[config.mk]
export PLATFORM = sky130hd
export DESIGN_NAME = fp_mac_accumulator
export DESIGN_NICKNAME = d
export VERILOG_FILES = /design/src/rtl/fp_mac_accumulator.sv
export SDC_FILE = /design/constraint.sdc
export NUM_CORES = 1
export LEC_CHECK = 0
export ABC_AREA = 0
export BUFFER_PORTS_ARGS = -buffer_cell sky130_fd_sc_hd__buf_2
export CAP_MARGIN = 20
export CORE_MARGIN = 4
export CORE_UTILIZATION = 50
export CTS_CLUSTER_DIAMETER = 30
export DETAILED_ROUTE_END_ITERATION = 12
export GPL_TIMING_DRIVEN = 1
export PLACE_DENSITY = 0.71
export SLEW_MARGIN = 20
export SYNTH_ARGS = -nofsm -noshare
export SYNTH_HDL_FRONTEND = slang
export SYNTH_SLANG_ARGS = --single-unit
[constraint.sdc]
create_clock -name clk -period 6.05 [get_ports clk]
set_clock_uncertainty 0.15 [all_clocks]
set_input_delay 0.9075 -clock clk [delete_from_list [all_inputs] [get_ports clk]]
set_output_delay 0.9075 -clock clk [all_outputs]
set_load 0.03 [all_outputs]
[src/rtl/fp_mac_accumulator.sv]
// Streaming fixed-point dot-product engine: registered product, rounded accumulate,
// and a saturated W-bit result that is held until downstream accepts it.
module fp_mac_accumulator #(
  parameter int SIGNED   = 1,
  parameter int INTEGER  = 2,
  parameter int FRACTION = 14,
  parameter int GUARD    = 4,
  localparam int W       = INTEGER + FRACTION,
  localparam int ACC_W   = 2 * INTEGER + FRACTION + GUARD
) (
  input  logic         clk,
  input  logic         rst,
  input  logic         in_valid,
  output logic         in_ready,
  input  logic [W-1:0] in_a,
  input  logic [W-1:0] in_b,
  input  logic         in_last,
  output logic         out_valid,
  input  logic         out_ready,
  output logic [W-1:0] out_data,
  output logic         out_overflow,
  output logic [7:0]   out_count
);

  typedef enum logic [1:0] {IDLE, ACCUM, DRAIN, RESULT} state_t;

  localparam logic [2*W-1:0] RND = (2*W)'(1) << (FRACTION - 1);

  state_t                r_state;
  logic                  r_drain;
  logic                  r_in_ready;
  logic                  r_out_valid;
  logic [2*W-1:0]        r_p;
  logic                  r_p_valid;
  logic                  r_p_last;
  logic [ACC_W-1:0]      r_acc;
  logic [W-1:0]          r_out_data;
  logic                  r_out_ovf;
  logic [7:0]            r_count;

  logic                  w_accept;
  logic [2*W-1:0]        w_a_ext;
  logic [2*W-1:0]        w_b_ext;
  logic [2*W-1:0]        w_prod;
  logic [2*W-1:0]        w_rnd;
  logic signed [2*W-1:0] w_shift_s;
  logic [2*W-1:0]        w_shift_u;
  logic [2*W-1:0]        w_shift;
  logic [ACC_W-1:0]      w_s;
  logic [ACC_W-1:0]      w_sum;
  logic [W-1:0]          w_sat_data;
  logic                  w_sat_ovf;

  assign w_accept = in_valid && r_in_ready;

  // Extending both operands to 2W first makes one unsigned multiply serve both number formats.
  assign w_a_ext = (SIGNED != 0) ? {{W{in_a[W-1]}}, in_a} : {{W{1'b0}}, in_a};
  assign w_b_ext = (SIGNED != 0) ? {{W{in_b[W-1]}}, in_b} : {{W{1'b0}}, in_b};
  assign w_prod  = w_a_ext * w_b_ext;

  assign w_rnd     = r_p + RND;
  assign w_shift_s = $signed(w_rnd) >>> FRACTION;
  assign w_shift_u = w_rnd >> FRACTION;
  assign w_shift   = (SIGNED != 0) ? w_shift_s : w_shift_u;
  assign w_s       = ACC_W'(w_shift);
  assign w_sum     = r_acc + w_s;

  // In range only when every bit above the result's sign position agrees with it.
  always_comb begin
    w_sat_ovf  = 1'b0;
    w_sat_data = w_sum[W-1:0];
    if (SIGNED != 0) begin
      if (!((&w_sum[ACC_W-1:W-1]) || !(|w_sum[ACC_W-1:W-1]))) begin
        w_sat_ovf  = 1'b1;
        w_sat_data = w_sum[ACC_W-1] ? {1'b1, {(W-1){1'b0}}} : {1'b0, {(W-1){1'b1}}};
      end
    end else if (|w_sum[ACC_W-1:W]) begin
      w_sat_ovf  = 1'b1;
      w_sat_data = '1;
    end
  end

  always_ff @(posedge clk) begin
    if (rst) begin
      r_state     <= IDLE;
      r_drain     <= 1'b0;
      r_in_ready  <= 1'b1;
      r_out_valid <= 1'b0;
    end else begin
      case (r_state)
        IDLE, ACCUM: begin
          if (w_accept) begin
            if (in_last) begin
              r_state    <= DRAIN;
              r_drain    <= 1'b0;
              r_in_ready <= 1'b0;
            end else begin
              r_state <= ACCUM;
            end
          end
        end
        DRAIN: begin
          if (r_drain) begin
            r_state     <= RESULT;
            r_out_valid <= 1'b1;
          end else begin
            r_drain <= 1'b1;
          end
        end
        RESULT: begin
          if (out_ready) begin
            r_state     <= IDLE;
            r_out_valid <= 1'b0;
            r_in_ready  <= 1'b1;
          end
        end
        default: r_state <= IDLE;
      endcase
    end
  end

  always_ff @(posedge clk) begin
    if (rst) begin
      r_p        <= '0;
      r_p_valid  <= 1'b0;
      r_p_last   <= 1'b0;
      r_acc      <= '0;
      r_out_data <= '0;
      r_out_ovf  <= 1'b0;
      r_count    <= '0;
    end else begin
      r_p_valid <= w_accept;
      r_p_last  <= w_accept && in_last;
      if (w_accept) begin
        r_p <= w_prod;
        if (r_state == IDLE) begin
          r_count <= 8'd1;
        end else if (r_count != 8'hFF) begin
          r_count <= r_count + 8'd1;
        end
      end
      if (r_p_valid) begin
        if (r_p_last) begin
          r_acc      <= '0;
          r_out_data <= w_sat_data;
          r_out_ovf  <= w_sat_ovf;
        end else begin
          r_acc <= w_sum;
        end
      end
    end
  end

  assign in_ready     = r_in_ready;
  assign out_valid    = r_out_valid;
  assign out_data     = r_out_data;
  assign out_overflow = r_out_ovf;
  assign out_count    = r_count;

endmodule

# Word-level counts from Yosys, hierarchy flattened
# Index checks and enable logic that the tools add are counted.
# word_totals
in_bits	37
ff_bits	86
word_cells	60
# classes
n_mul	1
n_mux	19
eq_ne	8
addsub	3
reduce_logical	18
# ops
operator	n
$add 32x14->32 const B	1
$mul 16x16->32	1
$mux 16	2
$add 22x22->22	1
$mux 22	1
$mux 8	2
$reduce_and 3->1	3
$add 8x1->8 const B	1
$mux 2	4
$ne 2x2->1 const B	4
$ne 8x8->1 const B	1
$reduce_bool 2->1	4
$reduce_and 7->1	1
$reduce_or 7->1	1
$mux 1	6
$pmux 1 s2	3
$pmux 2 s3	1
$eq 2x2->1 const B	2
$reduce_and 2->1	2
$reduce_and 4->1	1
$eq 2x1->1 const B	1
$logic_and 1x1->1	2
$logic_not 2->1	1
$reduce_or 2->1	1
other kinds (2)	2

# Longest topological paths before layout
# Gate-level depths: netlist (run 1).
# logic_depth
depth_word	6
depth_mapped	24

# Least setup slack after synthesis (run 1)
# No wires, ideal clock.
# synth_timing
path_type	input to register
startpoint	input port in_b[1]
endpoint	register r_p[28]
slack_ns	-0.594
path_stages	19
n_path_buf	1
arrival_time_ns	6.432
path_cell_list	clkbuf_1 nand2_1 inv_1 fa_1 fa_1 inv_1 fa_1 fa_1 fa_1 fa_1 inv_1 ha_1 o21ai_0 o21ai_0 a211oi_1 a211oi_1 a31oi_1 or4_1 nand3_1
# synth_via
elab_chain_len	1
# synth_lines
element	line	source
from (decl)	16	input logic [W-1:0] in_b,
$mul 16x16->32	59	assign w_prod = w_a_ext * w_b_ext;
to (signal assigned)	135	r_p <= w_prod;
to (decl)	33	logic [2*W-1:0] r_p;
# No other way between the ends.
# A chain may end at the register's enable or synchronous reset.

# Final worst setup path (run 1)
# layout_timing
startpoint	input port in_a[9]
endpoint	register r_p[28]
# layout_via
elab_chain_len	1
# layout_lines
element	line	source
from (decl)	15	input logic [W-1:0] in_a,
$mul 16x16->32	59	
# No other way between the ends.

==> flow_metrics.py, run 1 <==
metrics = {
    "synthesis": {
        "ys_async_sr_fraction": 0,
        "synth_top_family_by_area": "adder cells",
        "synthCells": 1576,
        "ys_types": 64,
        "syn_nets": 1977,
        "netlist_area_sq_um": 13800,
        "synth_seq_area_share": 0.106,
        "synth_compound_area_frac": 0.100,
        "synth_xor_area_frac": 0.0392,
        "synth.avg_cell_area_sq_um": 8.78,
        "synthMuxAreaShare": 0.00145,
        "synth_edf_count": 0,
        "synth_seq_cells": 73,
        "synthSimpleGateAreaFrac": 0.178,
        "yosys_warnings": 0,
        "synth_ff_type": "dfxtp_1",
        "synthAdderAreaFrac": 0.471,
    },
    "clocking": {
        "htreeDepth": 3,
        "cts_tree": "built",
        "root_buffer": "clkbuf_16",
        "cts_buffers": 9,
        "path_clk_slew_ps": 60,
        "clk_latency_ps": 340,
        "clockBufferDepth": 2,
        "clkSinkCount": 73,
    },
    "routing": {
        "viasPerCell": 5.24,
        "wl_per_cell_um": 15.5,
        "wirelength_mm": 32.7,
        "dr.pass1.iters": 7,
        "drcViolationCount": 0,
        "vias": 11100,
        "drt_first_iter_violations": 639,
        "ant_nets": 0,
    },
    "worst_setup_path": {
        "cp.arrival_ps": 6440,
        "crit_type": "in2reg",
        "crit_path_max_fanout": 9,
        "crit_required_ps": 6180,
        "start_kind": "primary input",
        "critPathCaptureType": "flop",
    },
    "global_routing": {
        "grt_pass1_vias": 12100,
        "grt-ovfl-total": 0,
        "antenna_found_initial": 0,
        "grt_pass1_wl_mm": 56.9,
        "grt_usage": 0.224,
        "grt_start_max_net_pins": 69,
    },
    "die": {
        "die_area_sq_um": 30400,
        "core_area_sq_um": 27100,
        "die_h_um": 174,
        "rows": 60,
        "io_pins": 64,
        "initial_core_util": 0.510,
        "die_w_um": 174,
    },
    "sta": {
        "timing.slew.headroom": 0.374,
        "worstMarginPinSlew_ps": 937,
        "period_share": 1.04,
        "rsz0062_at_grt": "yes",
        "finalSetupViolations": 10,
        "finalHoldViolations": 0,
        "max_freq_ghz": 0.158,
        "hold_ws_ps": 327,
        "period_needed_ps": 6310,
        "drv_slew": 0,
        "setup_ws_ps": -262,
    },
    "placed_design": {
        "placed_area_sq_um": 15600,
        "post-dp-hpwl_mm": 27.2,
        "gp_congestion": 0.901,
        "port_buffers": 63,
        "pre_cts_ws_ps": -759,
    },
    "job": {
        "cap_violations": 0,
    },
    "finish": {
        "drive_gt1_frac": 0.184,
        "diodes": 0,
        "nets": 2136,
        "post-route-cell-area_sq_um": 16500,
        "syn2layout_area_growth_pct": 19.0,
    },
    "outcome": {
        "outcome": "complete, but fails checks",
        "violations": "setup timing",
    },
    "hold_path": {
        "hold_path_class": "reg2reg",
    },
}
## cell usage after synthesis, types with 5 or more instances
| cell type | count | area share |
|---|---|---|
| o21a_1 | 5 | 0.0027 |
| o211ai_1 | 13 | 0.0071 |
| clkbuf_1 | 53 | 0.014 |
| nand2_1 | 195 | 0.053 |
| a22oi_1 | 14 | 0.0076 |
| fa_1 | 262 | 0.38 |
| o21ai_0 | 19 | 0.0069 |
| and3_1 | 6 | 0.0027 |
| xnor2_1 | 38 | 0.024 |
| a21oi_1 | 58 | 0.021 |
| nand2b_1 | 8 | 0.0036 |
| dfxtp_1 | 73 | 0.11 |
| inv_1 | 322 | 0.087 |
| or3_1 | 6 | 0.0027 |
| xor2_1 | 22 | 0.014 |
| nor3_1 | 9 | 0.0033 |
| a2bb2oi_1 | 5 | 0.0032 |
| and2_1 | 125 | 0.057 |
| ha_1 | 102 | 0.092 |
| nand3b_1 | 8 | 0.0043 |
| a31oi_1 | 7 | 0.0032 |
| nand4_1 | 17 | 0.0077 |
| o311ai_0 | 6 | 0.0038 |
| nor2_1 | 75 | 0.020 |
| a211oi_1 | 11 | 0.0060 |
| o21bai_1 | 10 | 0.0054 |
| nand3_1 | 23 | 0.0083 |
| a21o_1 | 20 | 0.011 |
## repair_timing
item                                    in CTS  in global routing
buffers inserted                            15                  6
hold buffers                                 0                  0
gates resized for setup                     88                 35
pin swaps                                   32                 41
endpoints found under the setup margin      14                 19
## final cells by class
| cell class | count | area (sq um) |
|---|---|---|
| Clock buffer | 10 | 239 |
| Clock inverter | 6 | 65.1 |
| Fill cell | 2277 | 10600 |
| Inverter | 322 | 1210 |
| Multi-Input combinational cell | 1122 | 11300 |
| Sequential cell | 73 | 1460 |
| Tap cell | 372 | 465 |
| Timing Repair Buffer | 207 | 1730 |
## sequential cells by signal, summed over array words and instances (netlist names)
register and flops:
r_p_last 1, out_count 8, r_p 19, r_drain 1, r_state 2, out_valid 1, r_acc 22, out_overflow 1
r_p_valid 1, out_data 16, in_ready 1
## cell usage in the layout (no fill, tap or decap), types with 22 or more instances in the layout
cell	count
xor2_1	22
and2_1	111
fa_1	252
xnor2_1	37
nand3_1	23
buf_2	39
dfxtp_1	73
ha_1	90
buf_4	133
inv_1	307
nor2_1	74
nand2_1	191
a21oi_1	53
## layer usage
layer,global-route usage,part of all wire
met2,0.402,0.51
met4,0.0567,0.022
met1,0.287,0.43
met3,0.0287,0.035
met5,0,0
## final timing paths
check / from / end / slack, ps / cells after the start
setup reg to reg: r_p[15] / out_data[1] / 1210 / 14
setup / recovery: in_a[9] / r_p[28] / -260 / 23
hold reg to reg: out_data[14] / out_data[14] / 330 / 2
hold / removal: out_data[14] / out_data[14] / 330 / 2
## per-stage QoR
| step | TNS [ps] | cells | util |
|---|---|---|---|
| final | -1210 | 2112 | 0.607 |
| after global routing | -4450 | 2112 | 0.607 |
| after CTS | -1100 | 2106 | 0.602 |
| after detailed placement | -8660 | 2075 | 0.574 |
| after global placement | -7630 | 2075 | 0.574 |
| after floorplan | -706 | 1576 | - |
## critical path, stage by stage
cell	delay (ps)
buf_6	120
buf_4	140
and2_1	160
fa_1	500
inv_1	60
fa_2	370
fa_1	570
inv_2	50
fa_1	490
fa_1	490
inv_1	50
fa_1	510
inv_2	40
ha_4	280
buf_6	100
o21ai_0	100
a21oi_2	160
o22ai_2	100
a21o_1	200
a211oi_2	290
a31oi_1	140
or4_1	530
nand3_1	80
## cells by family (layout without fill, tap and decap cells)
kind of cell	Yosys count	count (layout)
AND/OR/NAND/NOR	497	497
multiplexers	2	2
flip-flops	73	73
adder cells (fa/ha/maj)	364	364
buffers and inverters	381	545
AO/OA/AOI/OAI	198	198
XOR/XNOR	61	61
Power of run 1 is not shown: default switching activity piles up to over one toggle a cycle in this logic, so the estimate is an artifact.
==> run 2: changes to the inputs <==
RECOVER_POWER = 25   (was unset)
==> run 2 against run 1 <==
Against the previous run:
- the run still ends with setup timing left
- utilization fell by 0.079 points
- maximum frequency barely moved
- wire length barely moved
- clock-buffer cell count did not move
- sequential share of layout area barely moved
- cell area fell by 0.13%
- register-to-register slack got worse by 20 ps
- die area did not move
- first-iteration DRC count fell by 2.8%
- hold slack improved by 4.1 ps
- setup slack got worse by 1.9 ps
- critical endpoint unchanged
- largest cell class unchanged
==> flow_metrics.py, run 2 (synthesis gave the netlist of run 1 again) <==
metrics = {
    "clocking": {
        "clk_latency_ps": 340,
        "htreeDepth": 3,
        "clockBufferDepth": 2,
        "cts_tree": "built",
        "root_buffer": "clkbuf_16",
        "cts_buffers": 9,
        "path_clk_slew_ps": 60,
        "clkSinkCount": 73,
        "hold_buffers": 0,
    },
    "finish": {
        "diodes": 0,
        "mostFrequentLayoutCells": "inv_1, fa_1, nand2_1",
        "finalCoreUtilization": 0.607,
        "largest_reg_flops": 22,
        "nFillCells": 2288,
        "nets": 2136,
        "regArea_sq_um": 1460,
        "syn2layout_area_growth_pct": 18.8,
        "multiInputGateArea_sq_um": 11300,
        "drive_gt1_frac": 0.175,
        "final_common_cell": "inv_1",
        "post-route-cell-area_sq_um": 16400,
        "regMostFlops": "r_acc",
    },
    "worst_setup_path": {
        "crit_type": "in2reg",
        "start_kind": "primary input",
        "crit_required_ps": 6180,
        "worstPathCellList": "buf_6 -> buf_4 -> and2_1 -> fa_1 -> inv_1 -> fa_2 -> fa_1 -> inv_2 -> fa_1 -> fa_1 -> inv_1 -> fa_1 -> inv_2 -> ha_4 -> buf_6 -> o21ai_0 -> a21oi_2 -> o22ai_2 -> a21o_1 -> a211oi_2 -> a31oi_1 -> or4_1 -> nand3_1",
        "critPathCaptureType": "flop",
        "critical-path-max-stage-delay_ps": 570,
        "cp.arrival_ps": 6440,
        "crit_path_max_fanout": 9,
        "cp_slowest_cell": "fa_1",
        "cpMostUsedCell": "fa_1",
    },
    "placed_design": {
        "gp_congestion": 0.901,
        "post-dp-hpwl_mm": 27.2,
        "port_buffers": 63,
        "pre_cts_ws_ps": -759,
        "placed_area_sq_um": 15600,
    },
    "die": {
        "initial_core_util": 0.510,
        "die_area_sq_um": 30400,
        "io_pins": 64,
        "rows": 60,
        "die_h_um": 174,
        "core_area_sq_um": 27100,
        "die_w_um": 174,
    },
    "outcome": {
        "violations": "setup timing",
        "outcome": "complete, but fails checks",
    },
    "sta": {
        "finalHoldViolations": 0,
        "finalSetupViolations": 10,
        "setup_ws_ps": -264,
        "timing.slew.headroom": 0.368,
        "period_needed_ps": 6310,
        "rsz0062_at_grt": "yes",
        "worstMarginPinSlew_ps": 945,
        "max_freq_ghz": 0.158,
        "period_share": 1.04,
        "tns_ps": -1190,
        "drv_slew": 0,
    },
    "routing": {
        "drt_first_iter_violations": 621,
        "vias": 11100,
        "wl_per_cell_um": 15.5,
        "ant_nets": 0,
        "drcViolationCount": 0,
        "dr.pass1.iters": 5,
        "wirelength_mm": 32.7,
        "viasPerCell": 5.24,
    },
    "global_routing": {
        "grt-ovfl-total": 0,
        "grt_pass1_vias": 12100,
        "grt_usage": 0.224,
        "grt_start_max_net_pins": 69,
        "grt_pass1_wl_mm": 56.9,
        "antenna_found_initial": 0,
    },
    "hold_path": {
        "hold_path_class": "reg2reg",
    },
    "job": {
        "cap_violations": 0,
    },
}
run 2: cell count changes in the layout (fill, tap and decap cells not counted):
cell      previous run  this run
buf_2               39        22
clkbuf_1             0        17
run 2: through the flow:
step                std cells  hold WS [ps]
floorplan                1576           303
global placement         2075           303
detailed placement       2075           315
CTS                      2106           330
global route             2112           345
finish                   2112           331
run 2: final cells by class:
class,count,area share
multi-input cells,1122,0.687
repair buffers,207,0.104
flip-flops and latches,73,0.0889
inverters,322,0.0737
well taps,372,0.0283
clock buffers,10,0.0145
clock inverters,6,0.00396
run 2: path summary, 6_finish.rpt:
kind,startpoint,to,slack [ps],cells after the start
max,in_a[9],r_p[28],-260,23
min,out_data[5],out_data[5],330,2
max reg2reg,r_p[15],out_data[1],1190,14
min reg2reg,out_data[5],out_data[5],330,2
run 2: what timing repair did:
| item | in CTS | in global routing |
|---|---|---|
| gates resized for setup | 88 | 35 |
| setup endpoints to repair | 14 | 19 |
| setup buffers | 15 | 6 |
| pin swaps | 32 | 41 |
run 2: layer usage:
layer	GRT usage	vias to the layer above	routed length (um)
met1	0.287	5535	14100
met3	0.0287	56	1200
met2	0.402	241	16600
li1	-	5239	-
met5	0	-	0
met4	0.0567	0	707
run 2: worst max-delay path, delay by kind of cell:
family / cells / cell delay (ps)
adders and majority gates: 7 / 3210
AOI/OAI and AO/OA: 6 / 990
and+or+nand+nor: 3 / 770
buffers and inverters: 7 / 560
Power of run 2 is left out for the same reason.
